File: config.mk
export PLATFORM = sky130hd
export DESIGN_NAME = classifier_loader
export DESIGN_NICKNAME = d
export VERILOG_FILES = /design/src/rtl/classifier_pkg.sv /design/src/rtl/classifier_loader_byte_assembler.sv /design/src/rtl/classifier_loader.sv
export SDC_FILE = /design/constraint.sdc
export NUM_CORES = 1
export LEC_CHECK = 0
export ABC_AREA = 1
export CAP_MARGIN = 40
export CORE_MARGIN = 3
export CORE_UTILIZATION = 40
export CTS_BUF_LIST = sky130_fd_sc_hd__clkbuf_8
export DETAILED_ROUTE_END_ITERATION = 16
export GPL_ROUTABILITY_DRIVEN = 1
export SETUP_SLACK_MARGIN = 0.4
export SYNTH_ARGS = -nofsm -noshare
export SYNTH_HDL_FRONTEND = slang
export SYNTH_SLANG_ARGS = --single-unit
File: constraint.sdc
create_clock -name clk_in -period 1.7 [get_ports clk_in]
set_clock_uncertainty 0.15 [all_clocks]
set_input_delay 0.51 -clock clk_in [delete_from_list [all_inputs] [get_ports clk_in]]
set_output_delay 0.51 -clock clk_in [all_outputs]
set_load 0.02 [all_outputs]
File: src/rtl/classifier_pkg.sv
// Shared defaults, loader state encoding and field typedefs for the SVM model loader.
package classifier_pkg;

    localparam int DEF_MAX_SV         = 32;
    localparam int DEF_SV_BYTES       = 6;
    localparam int DEF_BIAS_BYTES     = 4;
    localparam int DEF_TIMEOUT_CYCLES = 1000000;

    typedef enum logic [2:0] {
        IDLE,
        RX_SV,
        RX_BIAS,
        CHECK,
        COMMIT
    } loader_state_t;

    typedef logic [DEF_SV_BYTES*8-1:0]          sv_record_t;
    typedef logic signed [DEF_BIAS_BYTES*8-1:0] bias_t;

endpackage

File: src/rtl/classifier_loader_byte_assembler.sv
// Generic little-endian shift-in register: the first byte ends up in bits [7:0] once NBYTES bytes have arrived.
module byte_assembler #(
    parameter int NBYTES = 4
) (
    input  logic                  clk_in,
    input  logic                  rst_in,
    input  logic                  clear_in,
    input  logic                  valid_in,
    input  logic [7:0]            byte_in,
    output logic [NBYTES*8-1:0]   word_out,
    output logic                  done_out
);

    localparam int CNT_W = $clog2(NBYTES + 1);

    logic [NBYTES*8-1:0] word_q, word_d;
    logic [CNT_W-1:0]    cnt_q, cnt_d;
    logic                done_q, done_d;

    // done pulses the cycle after the final byte, when word_q already holds the full word
    always_comb begin
        word_d = word_q;
        cnt_d  = cnt_q;
        done_d = 1'b0;
        if (clear_in) begin
            cnt_d = '0;
        end else if (valid_in) begin
            word_d = {byte_in, word_q[NBYTES*8-1:8]};
            if (cnt_q == CNT_W'(NBYTES - 1)) begin
                cnt_d  = '0;
                done_d = 1'b1;
            end else begin
                cnt_d = cnt_q + 1'b1;
            end
        end
    end

    always_ff @(posedge clk_in or negedge rst_in) begin
        if (!rst_in) begin
            word_q <= '0;
            cnt_q  <= '0;
            done_q <= 1'b0;
        end else begin
            word_q <= word_d;
            cnt_q  <= cnt_d;
            done_q <= done_d;
        end
    end

    assign word_out = word_q;
    assign done_out = done_q;

endmodule

File: src/rtl/classifier_loader.sv
// Byte-stream SVM model loader: parses count, support-vector records and bias, then gates prediction.
// Defining CLASSIFIER_LOADER_CHECKSUM_EN adds a trailing XOR checksum byte verified before commit.
module classifier_loader
    import classifier_pkg::*;
#(
    parameter int MAX_SV         = DEF_MAX_SV,
    parameter int SV_BYTES       = DEF_SV_BYTES,
    parameter int BIAS_BYTES     = DEF_BIAS_BYTES,
    parameter int TIMEOUT_CYCLES = DEF_TIMEOUT_CYCLES
) (
    input  logic                          clk_in,
    input  logic                          rst_in,
    input  logic [7:0]                    ble_data_in,
    input  logic                          ble_valid_in,
    input  logic                          predict_enable_in,
    output logic                          predict_enable_out,
    output logic                          sv_wr_en_out,
    output logic [$clog2(MAX_SV)-1:0]     sv_wr_addr_out,
    output logic [SV_BYTES*8-1:0]         sv_wr_data_out,
    output logic [$clog2(MAX_SV+1)-1:0]   num_sv_out,
    output logic [BIAS_BYTES*8-1:0]       bias_out,
    output logic                          model_ready_out,
    output logic                          error_out
);

    localparam int ADDR_W = $clog2(MAX_SV);
    localparam int NSV_W  = $clog2(MAX_SV + 1);
    localparam int GAP_W  = $clog2(TIMEOUT_CYCLES + 1);

    loader_state_t           state_q, state_d;
    logic [NSV_W-1:0]        nCnt_q, nCnt_d, numSv_q, numSv_d;
    logic [ADDR_W-1:0]       recIdx_q, recIdx_d;
    logic [GAP_W-1:0]        gapCnt_q, gapCnt_d;
    logic [BIAS_BYTES*8-1:0] bias_q, bias_d;
    logic                    ready_q, ready_d, error_q, error_d;
    logic                    timeout, badCount;
    logic                    svClear, svValid, svDone;
    logic                    biasClear, biasValid, biasDone;
    logic [SV_BYTES*8-1:0]   svWord;
    logic [BIAS_BYTES*8-1:0] biasWord;
`ifdef CLASSIFIER_LOADER_CHECKSUM_EN
    logic [7:0]              xor_q, xor_d;
`endif

    byte_assembler #(.NBYTES(SV_BYTES)) u_svAsm (
        .clk_in   (clk_in),
        .rst_in   (rst_in),
        .clear_in (svClear),
        .valid_in (svValid),
        .byte_in  (ble_data_in),
        .word_out (svWord),
        .done_out (svDone)
    );

    byte_assembler #(.NBYTES(BIAS_BYTES)) u_biasAsm (
        .clk_in   (clk_in),
        .rst_in   (rst_in),
        .clear_in (biasClear),
        .valid_in (biasValid),
        .byte_in  (ble_data_in),
        .word_out (biasWord),
        .done_out (biasDone)
    );

    assign timeout  = (state_q != IDLE) && (gapCnt_q == GAP_W'(TIMEOUT_CYCLES));
    assign badCount = (ble_data_in == 8'd0) || (32'(ble_data_in) > MAX_SV);

    // Timeout takes priority over any byte in the same cycle; committed outputs change only in COMMIT
    always_comb begin
        state_d   = state_q;
        nCnt_d    = nCnt_q;
        numSv_d   = numSv_q;
        recIdx_d  = recIdx_q;
        gapCnt_d  = '0;
        bias_d    = bias_q;
        ready_d   = ready_q;
        error_d   = 1'b0;
        svClear   = 1'b0;
        svValid   = 1'b0;
        biasClear = 1'b0;
        biasValid = 1'b0;
`ifdef CLASSIFIER_LOADER_CHECKSUM_EN
        xor_d     = xor_q;
`endif
        if (state_q != IDLE) begin
            gapCnt_d = ble_valid_in ? '0 : gapCnt_q + 1'b1;
        end
        if (timeout) begin
            gapCnt_d = '0;
            error_d  = 1'b1;
            state_d  = IDLE;
        end else begin
            case (state_q)
                IDLE: begin
                    if (ble_valid_in) begin
                        if (badCount) begin
                            error_d = 1'b1;
                        end else begin
                            nCnt_d    = NSV_W'(ble_data_in);
                            ready_d   = 1'b0;
                            recIdx_d  = '0;
                            svClear   = 1'b1;
                            biasClear = 1'b1;
                            state_d   = RX_SV;
`ifdef CLASSIFIER_LOADER_CHECKSUM_EN
                            xor_d     = ble_data_in;
`endif
                        end
                    end
                end
                RX_SV: begin
                    svValid = ble_valid_in;
`ifdef CLASSIFIER_LOADER_CHECKSUM_EN
                    if (ble_valid_in) xor_d = xor_q ^ ble_data_in;
`endif
                    if (svDone) begin
                        recIdx_d = recIdx_q + 1'b1;
                        if ((NSV_W'(recIdx_q) + NSV_W'(1)) == nCnt_q) begin
                            state_d = RX_BIAS;
                        end
                    end
                end
                RX_BIAS: begin
                    biasValid = ble_valid_in;
`ifdef CLASSIFIER_LOADER_CHECKSUM_EN
                    if (ble_valid_in) xor_d = xor_q ^ ble_data_in;
                    if (biasDone) state_d = CHECK;
`else
                    if (biasDone) state_d = COMMIT;
`endif
                end
`ifdef CLASSIFIER_LOADER_CHECKSUM_EN
                CHECK: begin
                    if (ble_valid_in) begin
                        if (ble_data_in == xor_q) begin
                            state_d = COMMIT;
                        end else begin
                            error_d = 1'b1;
                            state_d = IDLE;
                        end
                    end
                end
`endif
                COMMIT: begin
                    bias_d  = biasWord;
                    numSv_d = nCnt_q;
                    ready_d = 1'b1;
                    state_d = IDLE;
                end
                default: state_d = IDLE;
            endcase
        end
    end

    always_ff @(posedge clk_in or negedge rst_in) begin
        if (!rst_in) begin
            state_q  <= IDLE;
            nCnt_q   <= '0;
            numSv_q  <= '0;
            recIdx_q <= '0;
            gapCnt_q <= '0;
            bias_q   <= '0;
            ready_q  <= 1'b0;
            error_q  <= 1'b0;
`ifdef CLASSIFIER_LOADER_CHECKSUM_EN
            xor_q    <= '0;
`endif
        end else begin
            state_q  <= state_d;
            nCnt_q   <= nCnt_d;
            numSv_q  <= numSv_d;
            recIdx_q <= recIdx_d;
            gapCnt_q <= gapCnt_d;
            bias_q   <= bias_d;
            ready_q  <= ready_d;
            error_q  <= error_d;
`ifdef CLASSIFIER_LOADER_CHECKSUM_EN
            xor_q    <= xor_d;
`endif
        end
    end

    assign sv_wr_en_out       = svDone && (state_q == RX_SV);
    assign sv_wr_addr_out     = recIdx_q;
    assign sv_wr_data_out     = svWord;
    assign num_sv_out         = numSv_q;
    assign bias_out           = bias_q;
    assign model_ready_out    = ready_q;
    assign error_out          = error_q;
    assign predict_enable_out = predict_enable_in & ready_q;

endmodule

## After elaboration in Yosys (flattened, before gate mapping)

Cells that the tools add are included.

| storage, ports and cells | value |
|---|---|
| flip-flop bits (word level) | 162 |
| input bits | 12 |
| output and inout port bits | 95 |
| word-level logic and storage cells | 97 |

| cells by class | value |
|---|---|
| add/sub/neg operators | 5 |
| order comparisons | 1 |
| equal/unequal tests | 15 |
| muxes and demuxes | 41 |
| bitwise logic cells | 4 |
| reductions and logical operators | 17 |

Operators by type and width:

| cell | number |
|---|---|
| two-way mux 20 bit | 3 |
| two-way mux 3 bit | 12 |
| adder 20 x 1 -> 20 bit (second input constant) | 1 |
| == test 20 bit (second input constant) | 1 |
| two-way mux 1 bit | 20 |
| two-way mux 5 bit | 3 |
| one-hot mux 5 bit (2 select lines) | 1 |
| AND reduction 5 bit | 2 |
| inequality test 3 bit (second input constant) | 3 |
| one-hot mux 3 bit (3 select lines) | 1 |
| greater-than comparator 8 x 6 -> 1 bit (second input constant) | 1 |
| zero test 8 bit | 1 |
| AND reduction 4 bit | 2 |
| nonzero test 2 bit | 4 |
| adder 3 x 1 -> 3 bit (second input constant) | 2 |
| adder 5 x 1 -> 6 bit (second input constant) | 1 |
| == test 3 x 2 -> 1 bit (second input constant) | 2 |
| == test 3 bit (second input constant) | 2 |
| == test 6 bit | 1 |
| inequality test 3 x 2 -> 1 bit (second input constant) | 2 |
| AND reduction 2 bit | 3 |
| adder 5 x 1 -> 5 bit (second input constant) | 1 |
| inequality test 2 bit (second input constant) | 2 |
| == test 3 x 1 -> 1 bit (second input constant) | 1 |
| 8 further kinds | 11 |

## Logic depth before layout (Yosys ltp)

| depth | value |
|---|---|
| depth in word-level cells | 8 |
| gate-level depth with buffers | 15 |
| gate-level depth less buffers | 14 |

## Modules after synthesis

A second synthesis with hierarchy kept.

| unflattened totals | value |
|---|---|
| cell total of the unflattened synthesis | 799 |
| area, all modules | 7003.0 um2 |

By module, submodules not included:

| module | times used | cells each | area an instance (um2) | sequential area each (um2) |
|---|---|---|---|---|
| classifier_loader | 1 | 456 | 3656.0 | 1851.8 |
| byte_assembler at u_svAsm | 1 | 203 | 1980.6 | 1301.2 |
| byte_assembler at u_biasAsm | 1 | 140 | 1366.3 | 900.9 |

## Least setup slack after synthesis

No wires, ideal clock.

| timing | value |
|---|---|
| kind | reg-to-reg |
| start point | reg gapCnt_q[0] |
| end point | reg u_svAsm.cnt_q[2] |
| setup time | 0.125 ns |
| arrival time | 1.516 ns |
| data required time | 1.425 ns |
| slack | -0.091 ns |
| stages on the path, launching flop included | 14 |
| path buffers | 2 |
| period minus slack after synthesis | 1.791 ns |
| cells stage by stage | dfrtp_1 -> inv_1 -> ha_1 -> inv_1 -> nor2_1 -> nand2_1 -> nor2_1 -> nand3_2 -> nand2_1 -> inv_2 -> nand2_2 -> buf_6 -> buf_2 -> o22ai_1 |

| between the ends | value |
|---|---|
| word-level cells in the longest chain between the ends | 4 |
| elaborated cells between the ends (all ways) | 6 |
| those cells by class | eq/ne (1); mux (3); reduce/logical (2) |

Ends and longest elaborated chain:

| what | RTL line | text |
|---|---|---|
| from (decl) | classifier_loader.sv:33 | `logic [GAP_W-1:0] gapCnt_q, gapCnt_d;` |
| from (signal assigned) | classifier_loader.sv:173 | `gapCnt_q <= gapCnt_d;` |
| == test 20 bit (*) | classifier_loader.sv:65 | `assign timeout = (state_q != IDLE) && (gapCnt_q == GAP_W'(TIMEOUT_CYCLES));` |
| logical AND 1 bit (*) | classifier_loader.sv:65 |  |
| two-way mux 1 bit | classifier_loader.sv:88 | `if (timeout) begin` |
| two-way mux 3 bit or nonzero test 2 bit (tied branches) | -- |  |
| to (signal assigned) | classifier_loader_byte_assembler.sv:45 | `cnt_q <= cnt_d;` |
| to (decl) | classifier_loader_byte_assembler.sv:17 | `logic [CNT_W-1:0] cnt_q, cnt_d;` |

Mark *: on every way between the ends. The rest lies on a longest branch, timed or not.
A chain may end at the register's enable or synchronous reset.

## Worst setup path after layout

| timing | value |
|---|---|
| start point | reg gapCnt_q[0] |
| end point | reg bias_q[24], in the netlist bias_out[24] |

| between the ends | value |
|---|---|
| word-level cells in the longest chain between the ends | 4 |

Ends and longest elaborated chain:

| what | RTL line | text |
|---|---|---|
| == test 20 bit | classifier_loader.sv:65 |  |
| logical AND 1 bit | classifier_loader.sv:65 |  |
| NOT 1 bit (no line) | -- |  |
| AND reduction 2 bit (no line) | -- |  |
| to (signal assigned) | classifier_loader.sv:174 | `bias_q <= bias_d;` |
| to (decl) | classifier_loader.sv:34 | `logic [BIAS_BYTES*8-1:0] bias_q, bias_d;` |

No other way between the ends.

==> flow_summary.ini <==
[status]
status = complete, but fails checks
failed_checks = setup timing

[timing]
final.setup.worst_slack_ns = -0.3372
finalSetupTns_ns = -38.36
slew_violations = 0
finalCriticalPeriod_ns = 2.037
maxSlewHeadroom_pct = 68.44
setup_violations = 167
hold_violations = 0
rsz0062_at_grt = yes
tightest_slew_ns = 0.4698
fin_crit_sh_pct = 119.8
fmax_ghz = 0.4909

[clocking]
cts_tree = yes
cts_sinks = 162
clkLatencyLatePin_ns = 0.46
cts_made_buffers = 17
clock_path_buffers = 2
path_clk_slew_ns = 0.09
root_buffer = clkbuf_8
htreeDepth = 4

[drt]
wire_per_inst_um = 17.08
ant_nets = 0
firstDrtPassIters = 5
drtIter0Drc = 380
via_count = 6357
viasPerCell = 4.986
wirelength_mm = 21.78
route.detailed.drc = 0

[final_layout]
layout-drive-gt1-share_pct = 48.44
fin_util_pct = 70.69
final_common_cell = dfrtp_1
design_area_mm2 = 0.01143
areaGrowthSynthToFinish_pct = 69.76
fill_cells = 1115
antenna_cells = 0
nets = 1062
layout_common_cells = dfrtp_1 (159), nand2_1 (129), buf_4 (125)

[grt]
grt_pass1_vias = 5890
grt.total_usage_pct = 20.31
grt_max_degree = 78
grt_overflow = 0
grt_pass1_wl_mm = 29.49
grt_antenna_before_repair = 0

[die]
die_h_um = 135.8
placementRows = 46
dieArea_mm2 = 0.01843
die_w_um = 135.8
start_util_pct = 41.64
core_region_area_mm2 = 0.01617
io_pins = 107

[power_and_ir_drop]
ir_drop_mv = 1.304
p_per_area_mw_per_mm2 = 1699
p_leak_nw = 5.594

[synth]
yosysTopAreaCellShare_pct = 60.19
syn_inst = 766
syn_nets = 782
ys_ff_latch = 162
ys.warnings.count = 0
yosysUniqueCellTypes = 26
seq_area_frac_synth_pct = 60.19
synth.largest_area_cell = dfrtp_1
syn_avg_cell_area_um2 = 8.793
synth_area_mm2 = 0.006735
ys_top_cells_by_area = dfrtp_1 (60%), nand2_1 (11%), o21ai_0 (8.3%)

[worst_setup_path]
rrSetupSlack_ns = -0.34
worst_ep_required_time_ns = 1.92
start_kind = flop
r2r-end = bias_out[24]
arrival_ns = 2.25
r2r_start = gapCnt_q[0]
r2r_cells = 12
criticalPathCategory = reg2reg
cp_max_fo = 10
endpoint_kind = flop

[placement]
place_congestion = 0.8072
dpl_cell_area_mm2 = 0.008735
dp_hpwl_mm = 11.38
port_buffers = 106

[hold_path]
hp-class = in2async

[job]
drv_cap = 0
[repair_timing]
action                     4_1_cts  5_1_grt
gates cloned                     7       21
hold buffers                     1        0
setup endpoints to repair      257      257
hold endpoints to repair        13        0
buffers inserted                39       26
pin swaps                       12       19
resized for setup              637      311
[state kept, by name, indices dropped and copies added, names as in the netlist, 3 cells and up]
register and count:
u_svAsm.word_out 48, u_biasAsm.cnt_q 3, gapCnt_q 20, state_q 3
sv_wr_addr_out 5, u_biasAsm.word_out 32, bias_out 32, num_sv_out 6
u_svAsm.cnt_q 3, nCnt_q 6
[cell usage after synthesis]
cell,instances
dfrtp_1,162
nand3_2,1
clkbuf_1,10
nand2_1,203
buf_6,6
o21ai_0,112
xor2_1,5
a21oi_1,23
nor4_1,2
buf_2,5
xnor2_1,2
and3_1,1
nand4_1,6
inv_1,104
a31oi_1,1
clkinv_1,1
nor2_2,1
nand3_1,30
nor2_1,63
nand2_2,1
buf_4,8
nor3_1,8
o21ai_1,2
o22ai_1,3
ha_1,4
inv_2,2
[final cells by class]
class | count | area (um^2) | share of cell area (%)
Multi-Input combinational cell | 468 | 3059 | 26.76
Timing Repair Buffer | 289 | 3189 | 27.89
Clock buffer | 18 | 247.7 | 2.167
Inverter | 107 | 414.1 | 3.622
Tap cell | 216 | 270.3 | 2.364
Clock inverter | 14 | 187.7 | 1.641
Timing Repair inverter | 1 | 7.507 | 0.06566
Sequential cell | 162 | 4058 | 35.49
[routing by layer]
layer  part of all wire (%)  GRT usage [%]
met1                     42          27.39
met4                    1.7          5.599
met3                    6.2          6.129
met2                     50          32.05
met5                      0              0
[metrics by stage]
step / total power [mW] / worst slack [ns] / hold WS (ns) / cells
2_1_floorplan: 9.443 / -0.05632 / 0.06441 / 766
3_3_place_gp: 12.67 / -0.6641 / 0.2313 / 1149
3_5_place_dp: 12.81 / -0.6626 / 0.2340 / 1149
4_1_cts: 17.21 / -0.2985 / 0.3011 / 1228
5_1_grt: 20.52 / -0.5064 / 0.3166 / 1275
6_report: 19.43 / -0.3372 / 0.3147 / 1275
[worst max-delay path by stage]
stage                            startpoint                 end  slack [ns]
final                           gapCnt_q[0]        bias_out[24]       -0.34
after global placement    predict_enable_in  predict_enable_out       -0.66
after floorplan                 gapCnt_q[0]    u_svAsm.cnt_q[2]       -0.06
after detailed placement  predict_enable_in  predict_enable_out       -0.66
after global routing            gapCnt_q[0]        bias_out[24]       -0.51
after CTS                        state_q[2]        sv_wr_en_out       -0.30
[cells by family after synthesis]
| logic type | count (synthesis) | synth area share (%) |
|---|---|---|
| XOR/XNOR | 7 | 0.9103 |
| buffers and inverters | 136 | 8.787 |
| flip-flops | 162 | 60.19 |
| AND/OR/NAND/NOR | 316 | 18.82 |
| adder cells (fa/ha/maj) | 4 | 0.7431 |
| AO/OA/AOI/OAI | 141 | 10.55 |
[critical path, stage by stage, from the launching register on]
cell,delay [ns]
dfrtp_1,0.40
inv_2,0.06
ha_2,0.16
inv_2,0.03
nor2_2,0.08
nand2_1,0.06
nor2_2,0.12
nand3_2,0.13
nand4_1,0.19
buf_6,0.22
clkbuf_16,0.19
nand2_1,0.05
o21ai_0,0.08
[where the power goes]
group	internal [mW]	leakage (nW)	switching [mW]
Combinational	4.90	3.28	4.90
Sequential	5.28	2.09	1.23
Clock	1.64	0.228	1.49
Total	11.8	5.59	7.61
No activity file was read; power rests on OpenSTA's default activity.
